`src/rtl/mac_demo_pkg.sv`:
```
// Shared MAC demo constants: run-control FSM encodings and default datapath geometry.
package mac_demo_pkg;

    localparam int DEF_LEN      = 16;
    localparam int DEF_ADDR_W   = 8;
    localparam int DEF_PIPE_LAT = 3;

    localparam logic [2:0] ST_IDLE  = 3'd0;
    localparam logic [2:0] ST_CLEAR = 3'd1;
    localparam logic [2:0] ST_ISSUE = 3'd2;
    localparam logic [2:0] ST_DRAIN = 3'd3;
    localparam logic [2:0] ST_DONE  = 3'd4;

endpackage

```
`src/rtl/mac_pipe_delay.sv`:
```
// DEPTH-cycle 1-bit delay line (rd_en -> mac_en); sync flush empties it, no backpressure.
module mac_pipe_delay #(
    parameter int DEPTH = 3
) (
    input  logic s_clk,
    input  logic reset_in,
    input  logic flush,
    input  logic din,
    output logic dout
);

    logic [DEPTH-1:0] sr;

    generate
        if (DEPTH == 1) begin : g_single
            always_ff @(posedge s_clk or posedge reset_in) begin
                if (reset_in)   sr <= '0;
                else if (flush) sr <= '0;
                else            sr <= din;
            end
        end else begin : g_chain
            always_ff @(posedge s_clk or posedge reset_in) begin
                if (reset_in)   sr <= '0;
                else if (flush) sr <= '0;
                else            sr <= {sr[DEPTH-2:0], din};
            end
        end
    endgenerate

    assign dout = sr[DEPTH-1];

endmodule

```
`src/rtl/mac_run_control.sv`:
```
// Responder side of start/aclr/done: clear, issue LEN reads, drain, one-cycle done.
// done arrives LEN+PIPE_LAT+2 cycles after start; start while busy is dropped.
module mac_run_control
    import mac_demo_pkg::*;
#(
    parameter int LEN      = DEF_LEN,
    parameter int ADDR_W   = DEF_ADDR_W,
    parameter int PIPE_LAT = DEF_PIPE_LAT
) (
    input  logic              s_clk,
    input  logic              reset_in,
    input  logic              start,
    input  logic              aclr,
    output logic              done,
    output logic              busy,
    output logic              acc_clr,
    output logic              rd_en,
    output logic [ADDR_W-1:0] addr,
    output logic              mac_en,
    output logic              result_valid
);

    // One extra bit so LEN = 2**ADDR_W terminates instead of wrapping.
    localparam int CW = ADDR_W + 1;
    localparam logic [CW-1:0] ISSUE_LAST = CW'(LEN - 1);
    localparam int DW = (PIPE_LAT > 1) ? $clog2(PIPE_LAT) : 1;
    localparam logic [DW-1:0] DRAIN_LAST = DW'(PIPE_LAT - 1);

    logic [2:0]    state;
    logic [CW-1:0] cnt;
    logic [CW-1:0] cnt_nxt;
    logic [DW-1:0] dcnt;

    assign cnt_nxt = cnt + 1'b1;

    always_ff @(posedge s_clk or posedge reset_in) begin
        if (reset_in) begin
            state        <= ST_IDLE;
            cnt          <= '0;
            dcnt         <= '0;
            done         <= 1'b0;
            busy         <= 1'b0;
            acc_clr      <= 1'b0;
            rd_en        <= 1'b0;
            addr         <= '0;
            result_valid <= 1'b0;
        end else if (aclr) begin
            state        <= ST_IDLE;
            cnt          <= '0;
            dcnt         <= '0;
            done         <= 1'b0;
            busy         <= 1'b0;
            acc_clr      <= 1'b0;
            rd_en        <= 1'b0;
            addr         <= '0;
            result_valid <= 1'b0;
        end else begin
            done    <= 1'b0;
            acc_clr <= 1'b0;
            case (state)
                ST_IDLE: begin
                    if (start) begin
                        state        <= ST_CLEAR;
                        acc_clr      <= 1'b1;
                        busy         <= 1'b1;
                        result_valid <= 1'b0;
                        addr         <= '0;
                        cnt          <= '0;
                    end
                end
                ST_CLEAR: begin
                    state <= ST_ISSUE;
                    rd_en <= 1'b1;
                end
                ST_ISSUE: begin
                    if (cnt == ISSUE_LAST) begin
                        state <= ST_DRAIN;
                        rd_en <= 1'b0;
                        dcnt  <= '0;
                    end else begin
                        cnt  <= cnt_nxt;
                        addr <= cnt_nxt[ADDR_W-1:0];
                    end
                end
                ST_DRAIN: begin
                    if (dcnt == DRAIN_LAST) begin
                        state        <= ST_DONE;
                        done         <= 1'b1;
                        result_valid <= 1'b1;
                    end else begin
                        dcnt <= dcnt + 1'b1;
                    end
                end
                ST_DONE: begin
                    state <= ST_IDLE;
                    busy  <= 1'b0;
                end
                default: begin
                    state <= ST_IDLE;
                    busy  <= 1'b0;
                end
            endcase
        end
    end

    mac_pipe_delay #(.DEPTH(PIPE_LAT)) u_delay (
        .s_clk    (s_clk),
        .reset_in (reset_in),
        .flush    (aclr),
        .din      (rd_en),
        .dout     (mac_en)
    );

endmodule
```
`config.mk`:
```
export PLATFORM = sky130hd
export DESIGN_NAME = mac_run_control
export DESIGN_NICKNAME = d
export VERILOG_FILES = /design/src/rtl/mac_demo_pkg.sv /design/src/rtl/mac_pipe_delay.sv /design/src/rtl/mac_run_control.sv
export SDC_FILE = /design/constraint.sdc
export NUM_CORES = 1
export LEC_CHECK = 0
export ABC_AREA = 1
export BUFFER_PORTS_ARGS = -buffer_cell sky130_fd_sc_hd__buf_2
export CAP_MARGIN = 40
export CORE_MARGIN = 2
export CORE_UTILIZATION = 36
export DETAILED_ROUTE_END_ITERATION = 16
export HOLD_SLACK_MARGIN = 0.06
export PLACE_DENSITY = 0.53
export SETUP_SLACK_MARGIN = 0.1
export SLEW_MARGIN = 20
export SYNTH_ARGS = -nofsm -noshare
export SYNTH_HDL_FRONTEND = slang
export SYNTH_HIERARCHICAL = 1
export SYNTH_SLANG_ARGS = --single-unit
```
`constraint.sdc`:
```
create_clock -name s_clk -period 1.7 [get_ports s_clk]
set_input_delay 0.085 -clock s_clk [delete_from_list [all_inputs] [get_ports s_clk]]
set_output_delay 0.085 -clock s_clk [all_outputs]
set_load 0.01 [all_outputs]
```
# --- After elaboration in Yosys (flattened, before gate mapping) ---
# Cells that the tools add are included.
totals:
  register_bits: 30
  inputBits: 4
  output_inout_bits: 14
  wordCells: 69
classes:
  add_sub_neg: 2
  n_eq_ne: 11
  mux: 34
  n_reduce_logical: 12
ops:
  columns: ["cell", "n"]
  rows:
  - ["two-way mux 9 bit", 3]
  - ["two-way mux 8 bit", 3]
  - ["case mux 9 bit (2 select lines)", 1]
  - ["case mux 8 bit (2 select lines)", 1]
  - ["two-way mux 3 bit", 5]
  - ["inequality test 3 bit (second input constant)", 5]
  - ["two-way mux 1 bit", 13]
  - ["case mux 3 bit (4 select lines)", 1]
  - ["AND reduction 3 bit", 4]
  - ["nonzero test 3 bit", 4]
  - ["adder 9 x 1 -> 9 bit (second input constant)", 1]
  - ["== test 9 x 4 -> 1 bit (second input constant)", 1]
  - ["== test 3 x 2 -> 1 bit (second input constant)", 2]
  - ["two-way mux 2 bit", 3]
  - ["case mux 1 bit (2 select lines)", 3]
  - ["case mux 2 bit (2 select lines)", 1]
  - ["AND reduction 2 bit", 2]
  - ["== test 3 x 1 -> 1 bit (second input constant)", 1]
  - ["zero test 3 bit", 1]
  - ["OR reduction 3 bit", 1]
  - ["adder 2 x 1 -> 2 bit (second input constant)", 1]
  - ["== test 2 bit (second input constant)", 1]
  - ["inequality test 2 x 1 -> 1 bit (second input constant)", 1]

# --- Longest topological paths before layout ---
# Gate-level depths: netlist of run 1.
logic_depth:
  word_depth: 4
  mapped_depth: 9
  ltp_nobuf: 9

# --- Cells and area by module ---
# The synthesis of run 1 kept the hierarchy.
modules_own_cells:
  columns: ["module", "instances", "cells_per_inst", "area_each_um2", "seq_area_each_um2"]
  rows:
  - ["mac_run_control", 1, 164, 1158.6, 475.5]
  - ["mac_pipe_delay", 1, 10, 101.3, 75.1]

# --- Worst setup path before layout of run 1 ---
# Ideal clock, no wire load.
synth_timing:
  path_type: "flip-flop to flip-flop"
  start: "reg addr[1] (netlist name)"
  end: "reg dcnt[0]"
  setup_ns: 0.116
  arrival_time_ns: 1.159
  required_time_ns: 1.584
  setup_slack_ns: 0.424
  stages_incl_launch_ff: 9
  n_path_buf: 0
  synth_period_minus_slack_ns: 1.276
  cell_sequence: "dfrtp_1 ha_1 nand3_2 inv_1 nand3_1 nand2_2 nand2_2 nand2_1 nand2_1"
synth_rtl:
  columns: ["item", "line_no", "source"]
  rows:
  - ["to (signal assigned)", "mac_run_control.sv:91", "dcnt <= dcnt + 1'b1;"]
  - ["to (decl)", "mac_run_control.sv:32", "logic [DW-1:0] dcnt;"]

==> results of run 1 <==
## layout make-up
type,count,area [sq um],area share (%)
sequential,22,553,38.8
clock buffer,4,36.3,2.54
inverter,25,95.1,6.67
multi-input combinational,119,554,38.9
tap,46,57.6,4.04
timing repair buffer,22,130,9.12
## cell families (layout without fill, tap and decap cells)
group	count (synthesis)	count (layout)	share of synthesized area (%)
and+or+nand+nor	108	108	37.9
buffers and inverters	33	51	12.3
DFF	22	22	43.7
AOI/OAI and AO/OA	8	8	3.38
adders and majority gates	2	2	1.99
xor gates and xnor gates	1	1	0.695
## metal layers
metal / track usage, % / vias to the layer above
met2: 23.1 / 17
met4: 5.83 / 0
met3: 2.68 / 5
met1: 15.5 / 494
met5: 0 / -
li1: - / 568
## registers in the layout, indices dropped and copies added (netlist names)
| signal | flops |
|---|---|
| u_delay/sr | 3 |
| rd_en | 1 |
| busy | 1 |
| addr | 7 |
| dcnt | 2 |
| done | 1 |
| state | 3 |
| acc_clr | 1 |
| result_valid | 1 |
| cnt | 2 |
## cell usage in the layout, fill, tap and decap left out, types with 4 or more instances in the layout
master and instances:
a21oi_1 4, buf_2 17, dfrtp_1 20, inv_1 21
nand2_1 55, nand2_2 6, nand3_1 11, nand4_1 5
nor2_1 24
## where the power goes
group,switching [mW],total (mW),leakage [nW],internal (mW)
registers,0.0782,0.675,0.298,0.597
clock network,0.160,0.291,0.0210,0.131
logic,0.261,0.407,0.475,0.145
total,0.500,1.37,0.794,0.873
## what timing repair did
action                                  4_1_cts  5_1_grt
hold buffers                                  3        0
endpoints found under the hold margin        26        0
resized for setup                             0        2
endpoints found under the setup margin        0        6
## worst max-delay path: cells and delay by family (launching register included)
family | cells | cell delay (ns)
flip-flops | 1 | 0.42
buffers and inverters | 2 | 0.17
adder cells (fa/ha/maj) | 1 | 0.21
AND/OR/NAND/NOR | 5 | 0.50
## path summary, 6_finish.rpt
check                                 to           from  slack (ns)  cells past startpoint
min                        u_delay/sr[0]       reset_in        0.17                      3
max                              addr[0]        addr[0]        0.31                      8
min in group s_clk         u_delay/sr[1]  u_delay/sr[0]        0.47                      2
min reg2reg                u_delay/sr[1]  u_delay/sr[0]        0.47                      2
max in group asynchronous       state[0]       reset_in        0.97                      4
max reg2reg                      addr[0]        addr[0]        0.31                      8
## stage by stage
| stage | std cells | hold WS (ns) | power [mW] |
|---|---|---|---|
| CTS | 238 | 0.161 | 1.39 |
| global route | 238 | 0.183 | 1.48 |
| detailed placement | 231 | -0.0362 | 1.09 |
| finish | 238 | 0.170 | 1.37 |
| floorplan | 174 | -0.161 | 0.986 |
| global placement | 231 | -0.0428 | 1.09 |
==> flow_summary.toml, run 1 <==
[die]
die_area_sq_um = 3990
fp.dieH_microns = 63.2
pin_count = 18
start_util_pct = 37.8
die-width_microns = 63.2
core_area_sq_um = 3340
rows = 21

[yosys]
ys_async_sr_fraction_pct = 100
synth_edf_count = 0
syn_inst = 174
synthesis.nets = 180
syn_area_sq_um = 1260
synth_most_common_cell = "nand2_1"
synthTopCellsByArea = "dfrtp_1 44%, nand2_1 16%, nor2_1 7.1%, inv_1 6.3%, buf_4 4.8%"
yosysTopAreaCell = "dfrtp_1"
ys.warnings.count = 6
synth-seq-area-share_pct = 43.7
avgSynthCellArea_sq_um = 7.24
synth_top_area_share_pct = 43.7
ys_types = 21
yosys_register_bits = 22
synthFlopType = "dfrtp_1"
synth_common_cells = "55 x nand2_1, 24 x nor2_1, 22 x dfrtp_1"

[critical_path]
crit_path_end_kind = "flop"
worstPathCellList = "ha_1 > nand3_2 > inv_1 > nand3_1 > nand2_2 > inv_2 > nand2_1 > nand2_1"
critPathKind = "reg2reg"
crit_arrival_ns = 1.60
crit_path_frequent_cell = "nand2_1"
cp-start-kind = "flop"
cpPeakStageDelay_ns = 0.42
crit_required_ns = 1.91
crit_path_top_delay_cell = "dfrtp_2"
path_max_fanout = 6

[layout]
final_nets = 199
postLayoutCoreUtil_pct = 42.7
final_area_sq_um = 1430
antenna_cells = 0
fillers = 364
drive_gt1_share_pct = 20.8
syn_to_final_growth_pct = 13.2

[clock_network]
insertion_delay_ns = 0.31
clockBufferDepth = 2
path_clk_slew_ns = 0.12
cts_root_buf = "clkbuf_4"
htreeDepth = 1
cts_tree = "yes"
cts_buffers = 3
post_cts_buffers = 0
clock-sinks = 22

[power_and_ir_drop]
p_leak_nw = 0.794
powerDensity_nw_per_um2 = 963
ir_worst_vdd_mv = 0.333

[global_route]
grt_usage_pct = 13.2
grt_max_degree = 13
antenna_found_initial = 0
grt-ovfl-total = 0
grt_pass1_wl_microns = 4170
grt_pass1_vias = 977

[timing]
setup_viol = 0
timing.final.crit_share_pct = 81.8
slew_viol_final = 0
worst_slew_pin_slew_ns = 0.312
hold_violations = 0
final.setup_skew_ns = 0.00582
finalSetupTns_ns = 0
min_period_ns = 1.39
fmax_mhz = 719
rsz0062_at_grt = "no"
layout_setup_ws_ns = 0.309
max_slew_margin_pct = 79.1

[routing]
post_drt_via_cell_ratio = 4.55
wire_per_inst_microns = 10.2
wl_microns = 2420
vias = 1084
antenna_left = 0
drc_errors = 0
routed.top_layer = "met4"
drtIter0Drc = 61
dr_wl_met3_microns = 93
wl_met1_microns = 1130
first_pass_iters = 4
routed-wl-met2_microns = 1150

[run_status]
status = "finished clean"

[job]
maxCapViolations = 0

[placement]
placed_area_sq_um = 1360
io_buffer_count = 17
gp_congestion = 0.800
detailed_place_hpwl_microns = 1890
pre_cts_ws_ns = 0.260

[hold_path]
hp-class = "in2async"
No activity file was read; power rests on OpenSTA's default activity.
==> inputs of run 2 (changes only) <==
==> constraint.sdc (replaced) <==
create_clock -name s_clk -period 1.3 [get_ports s_clk]
set_input_delay 0.065 -clock s_clk [delete_from_list [all_inputs] [get_ports s_clk]]
set_output_delay 0.065 -clock s_clk [all_outputs]
set_load 0.01 [all_outputs]
==> run 2 against run 1 <==
  * Hold slack got worse by 0.054 ns
  * First-iteration DRC count decreased by 38%
  * Highest routed layer unchanged
  * Flip-flop and latch count unchanged
  * Core utilization increased by 9.1 points
  * Die area unchanged
  * Non-clock buffer count increased by 23
  * Clock-buffer cell count unchanged
  * Maximum frequency increased by 11%
  * Routed wire length increased by 17%
  * Largest power group unchanged
  * Critical endpoint is now addr[2]
==> flow_summary.toml, run 2 (synthesis results as in run 1) <==
[run_status]
status = "finished clean"

[routing]
antenna_left = 0
post_drt_via_cell_ratio = 4.50
vias = 1179
first_pass_iters = 4
drc_errors = 0
wire_per_inst_microns = 10.8
wl_microns = 2830
drtIter0Drc = 38

[power_and_ir_drop]
power_frac_clock_pct = 18.1
powerDensity_nw_per_um2 = 1210
ir_worst_vdd_mv = 0.775
combPwrFrac_pct = 40.4
p_switching_mw = 0.772
seq_power_share_pct = 41.5
sw_frac_of_total_pct = 36.8
cell_internal_pwr_mw = 1.32
p_leak_nw = 0.941

[timing]
hold_violations = 0
final.setup_skew_ns = 0.00542
timing.final.crit_share_pct = 96.7
finalSetupTns_ns = 0
slew_viol_final = 0
worst_slew_pin_slew_ns = 0.256
rsz0062_at_grt = "yes"
min_period_ns = 1.26
setup_viol = 0
fmax_mhz = 796
layout_setup_ws_ns = 0.0434
max_slew_margin_pct = 83.0

[die]
fp.dieH_microns = 63.2
rows = 21
pin_count = 18
die_area_sq_um = 3990
die-width_microns = 63.2
core_area_sq_um = 3340
start_util_pct = 37.8

[critical_path]
crit_arrival_ns = 1.51
path_max_fanout = 5
critPathKind = "reg2reg"
crit_required_ns = 1.56
crit_path_end_kind = "flop"
cp-start-kind = "flop"

[placement]
pre_cts_ws_ns = 0.0116
io_buffer_count = 17
detailed_place_hpwl_microns = 1940
placed_area_sq_um = 1450
gp_congestion = 0.875
placed_cells = 242

[global_route]
grt_max_degree = 20
grt_pass1_wl_microns = 4840
grt_pass1_vias = 1143
grt_usage_pct = 15.2
antenna_found_initial = 0
grt-ovfl-total = 0

[clock_network]
insertion_delay_ns = 0.31
cts_buffers = 3
clockBufferDepth = 2
clock-sinks = 22
htreeDepth = 1
cts_root_buf = "clkbuf_4"
path_clk_slew_ns = 0.12
cts_tree = "yes"

[layout]
fillers = 338
postLayoutCoreUtil_pct = 51.8
final_area_sq_um = 1730
layout_commonest_cell = "nand2_1"
max_flop_register = "addr"
largest_register_ffs = 7
multi_input_area_sq_um = 674
antenna_cells = 0
drive_gt1_share_pct = 40.3
final_nets = 223
top_regs = "addr x7, state x3, u_delay/sr x3"
regArea_sq_um = 554
final_cell_mix = "47 x nand2_1, 25 x buf_4, 19 x inv_1, 19 x dfrtp_1, 17 x buf_2"
syn_to_final_growth_pct = 37.2
fin_cells = 262

[hold_path]
hp-class = "in2reg"

[job]
maxCapViolations = 0
run 2: worst paths after layout:
check / from / endpoint / slack [ns] / depth (start not counted)
min in group asynchronous: reset_in / u_delay/sr[1] / 0.15 / 3
max: addr[1] / addr[2] / 0.04 / 7
max reg2reg: addr[1] / addr[2] / 0.04 / 7
max in group asynchronous: reset_in / state[1] / 0.76 / 4
min reg2reg: u_delay/sr[0] / u_delay/sr[1] / 0.48 / 2
min: aclr / acc_clr / 0.12 / 4
run 2: metrics by stage:
step,hold WS (ns),power [mW]
after CTS,0.102,1.97
after detailed placement,-0.0561,1.51
after global placement,-0.0625,1.50
after floorplan,-0.181,1.29
after global routing,0.135,2.24
final,0.116,2.10
run 2: critical path, cell delays in order, from the launching register on:
cell and delay (ns):
dfrtp_1 0.38, ha_2 0.21, nand3_4 0.11, nor2_2 0.18
nand2_4 0.09, nand2_4 0.11, nand2_1 0.06, nand2_1 0.06
run 2: metal layers:
layer	up-vias	GRT usage (%)	wire, microns	share of wire, %
met1	545	17.5	1230	43
met5	-	0	0	0
li1	615	-	-	-
met3	4	2.68	75	2.6
met4	0	7.22	44	1.6
met2	15	27.3	1480	52
run 2: cell type report:
type                    count  share of cell area (%)
flip-flops and latches     22                    32.1
well taps                  46                    3.33
multi-input cells         120                    39.0
repair buffers             45                    17.5
inverters                  25                    6.01
clock buffers               4                    2.10
run 2: what timing repair did:
| action | CTS | global route |
|---|---|---|
| buffers inserted | 5 | 7 |
| hold buffers | 3 | 0 |
| setup endpoints to repair | 15 | 16 |
| endpoints found under the hold margin | 27 | 0 |
| resized for setup | 15 | 22 |
| gates cloned | 1 | 0 |
| pin swaps | 5 | 6 |
run 2: power groups by stage:
stage / Sequential (mW) / Clock, mW / Combinational (mW)
floorplan: 0.891 / 0 / 0.398
global placement: 0.878 / 0 / 0.623
detailed placement: 0.879 / 0 / 0.631
CTS: 0.871 / 0.392 / 0.702
global route: 0.879 / 0.422 / 0.936
finish: 0.869 / 0.380 / 0.847
==> inputs of run 3 (changes only) <==
==> constraint.sdc (replaced) <==
create_clock -name s_clk -period 1.4 [get_ports s_clk]
set_input_delay 0.07 -clock s_clk [delete_from_list [all_inputs] [get_ports s_clk]]
set_output_delay 0.07 -clock s_clk [all_outputs]
set_load 0.01 [all_outputs]
==> run 3 against run 2 <==
  * Clock power grew 32%
  * Worst setup slack improved by 0.060 ns
  * Die area did not move
  * Global-route usage is 0.92 points lower
  * Maximum frequency shrank 3.1%
  * Sequential power down 5.3%
  * Via count barely moved
  * Highest routed layer unchanged
  * Final cell count down 3.8%
  * Non-clock buffer count is 10 lower
  * Clock-buffer cell count down 1
==> flow_summary.toml, run 3 (synthesis results as in run 1) <==
[routing]
vias = 1178
post_drt_via_cell_ratio = 4.67
antenna_left = 0
drc_errors = 0
drtIter0Drc = 71
wl_microns = 2870
wire_per_inst_microns = 11.4
first_pass_iters = 6

[clock_network]
cts_buffers = 3
clockBufferDepth = 2
insertion_delay_ns = 0.31
path_clk_slew_ns = 0.13
cts_tree = "yes"
clock-sinks = 22
cts_root_buf = "clkbuf_4"
htreeDepth = 1

[placement]
gp_congestion = 0.864
io_buffer_count = 17
detailed_place_hpwl_microns = 2000

[layout]
fillers = 353
top_regs = "addr x7, state x3, u_delay/sr x3"
final_cell_mix = "52 x nand2_1, 19 x inv_1, 17 x nor2_1"
antenna_cells = 0
max_flop_register = "addr"
drive_gt1_share_pct = 35.4
final_nets = 213
postLayoutCoreUtil_pct = 49.6
layout_commonest_cell = "nand2_1"
syn_to_final_growth_pct = 31.5
largest_register_ffs = 7

[critical_path]
cpPeakStageDelay_ns = 0.39
path_max_fanout = 3
crit_path_end_kind = "flop"
rr_worst_depth = 7
worstPathCellList = "inv_1 > ha_1 > nor3_2 > buf_4 > nor2_1 > nand3_1 > nand2_1"
reg2reg_slack_ns = 0.10
critical-path-top-delay-family = "simple AND/OR/NAND/NOR gates"
cp-start-kind = "flop"
r2r-start = "dcnt[0]"
critPathKind = "reg2reg"
crit_arrival_ns = 1.52
critPathBufInv = 2
crit_path_top_delay_cell = "dfrtp_1"
crit_required_ns = 1.62
rr_endpoint = "state[0]"

[global_route]
grt_max_degree = 14
grt-ovfl-total = 0
grt_pass1_wl_microns = 4570
grt_pass1_vias = 1069
grt_usage_pct = 14.3
antenna_found_initial = 0

[timing]
min_period_ns = 1.30
hold_violations = 0
max_slew_margin_pct = 77.9
timing.final.crit_share_pct = 92.6
final.setup_skew_ns = 0.00182
worst_slew_pin_slew_ns = 0.331
finalSetupTns_ns = 0
slew_viol_final = 0
rsz0062_at_grt = "yes"
fmax_mhz = 772
setup_viol = 0

[power_and_ir_drop]
ir_worst_vdd_mv = 0.847
powerDensity_nw_per_um2 = 1230
p_leak_nw = 0.890

[die]
start_util_pct = 37.8
pin_count = 18
die-width_microns = 63.2
core_area_sq_um = 3340
die_area_sq_um = 3990
rows = 21
fp.dieH_microns = 63.2

[hold_path]
hp-class = "in2async"

[run_status]
status = "finished clean"

[job]
maxCapViolations = 0
==> run 3: cell types whose count changed in the layout (fill, tap and decap cells not counted), sizes merged <==
cell	delta
buf	-10
bufinv	+1
clkbuf	-1
==> run 3: cell type report <==
class                           instances  area (sq um)  area share [%]
Timing Repair Buffer                   35           230            13.9
Inverter                               25           106            6.42
Multi-Input combinational cell        120           652            39.4
Sequential cell                        22           558            33.7
Tap cell                               46          57.6            3.47
Clock buffer                            3          22.5            1.36
Clock inverter                          1          30.0            1.81
==> run 3: timing repair <==
action / 4_1_cts / 5_1_grt
pin swaps: 2 / 4
hold buffers: 3 / 0
setup endpoints to repair: 9 / 14
endpoints found under the hold margin: 27 / 0
setup buffers: 2 / 5
gates resized for setup: 7 / 30
cloned: 0 / 1
==> run 3: through the flow <==
stage / power, mW / setup WS (ns) / instances / hold slack (ns) / cell area (sq um)
2_1_floorplan: 1.20 / 0.124 / 174 / -0.176 / 1260
3_3_place_gp: 1.38 / 0.0603 / 237 / -0.0558 / 1400
3_5_place_dp: 1.40 / 0.0156 / 237 / -0.0487 / 1400
4_1_cts: 1.94 / 0.104 / 246 / 0.129 / 1530
5_1_grt: 2.17 / 0.0456 / 252 / 0.143 / 1660
6_report: 2.04 / 0.104 / 252 / 0.151 / 1660
==> run 3: per-layer routing <==
layer | up-vias | share of wire [%] | track usage, %
li1 | 599 | - | -
met1 | 550 | 44 | 17.5
met2 | 27 | 51 | 24.9
met3 | 2 | 4.2 | 2.14
met4 | 0 | 0.77 | 6.39
met5 | - | 0 | 0
==> run 3: power breakdown <==
part	internal (mW)	leakage, nW	switching (mW)	total (mW)
sequential	0.728	0.292	0.0952	0.823
clock	0.289	0.0279	0.213	0.503
combinational	0.307	0.570	0.408	0.715
total	1.32	0.890	0.716	2.04
==> run 3: how the worst max path moves through the flow <==
stage	slack [ns]	from	cells past startpoint	to
after floorplan	0.12	addr[1]	8	dcnt[0]
after global placement	0.06	addr[0]	8	addr[0]
after detailed placement	0.02	addr[0]	8	addr[0]
after CTS	0.10	state[2]	9	addr[6]
after global routing	0.05	dcnt[0]	6	dcnt[1]
final	0.10	dcnt[0]	7	state[0]
==> run 3: worst reg2reg max path, cell delays in order, from the launching register on <==
cell and delay, ns:
dfrtp_1 0.39, inv_1 0.05, ha_1 0.23, nor3_2 0.24, buf_4 0.14, nor2_1 0.04, nand3_1 0.07, nand2_1 0.05
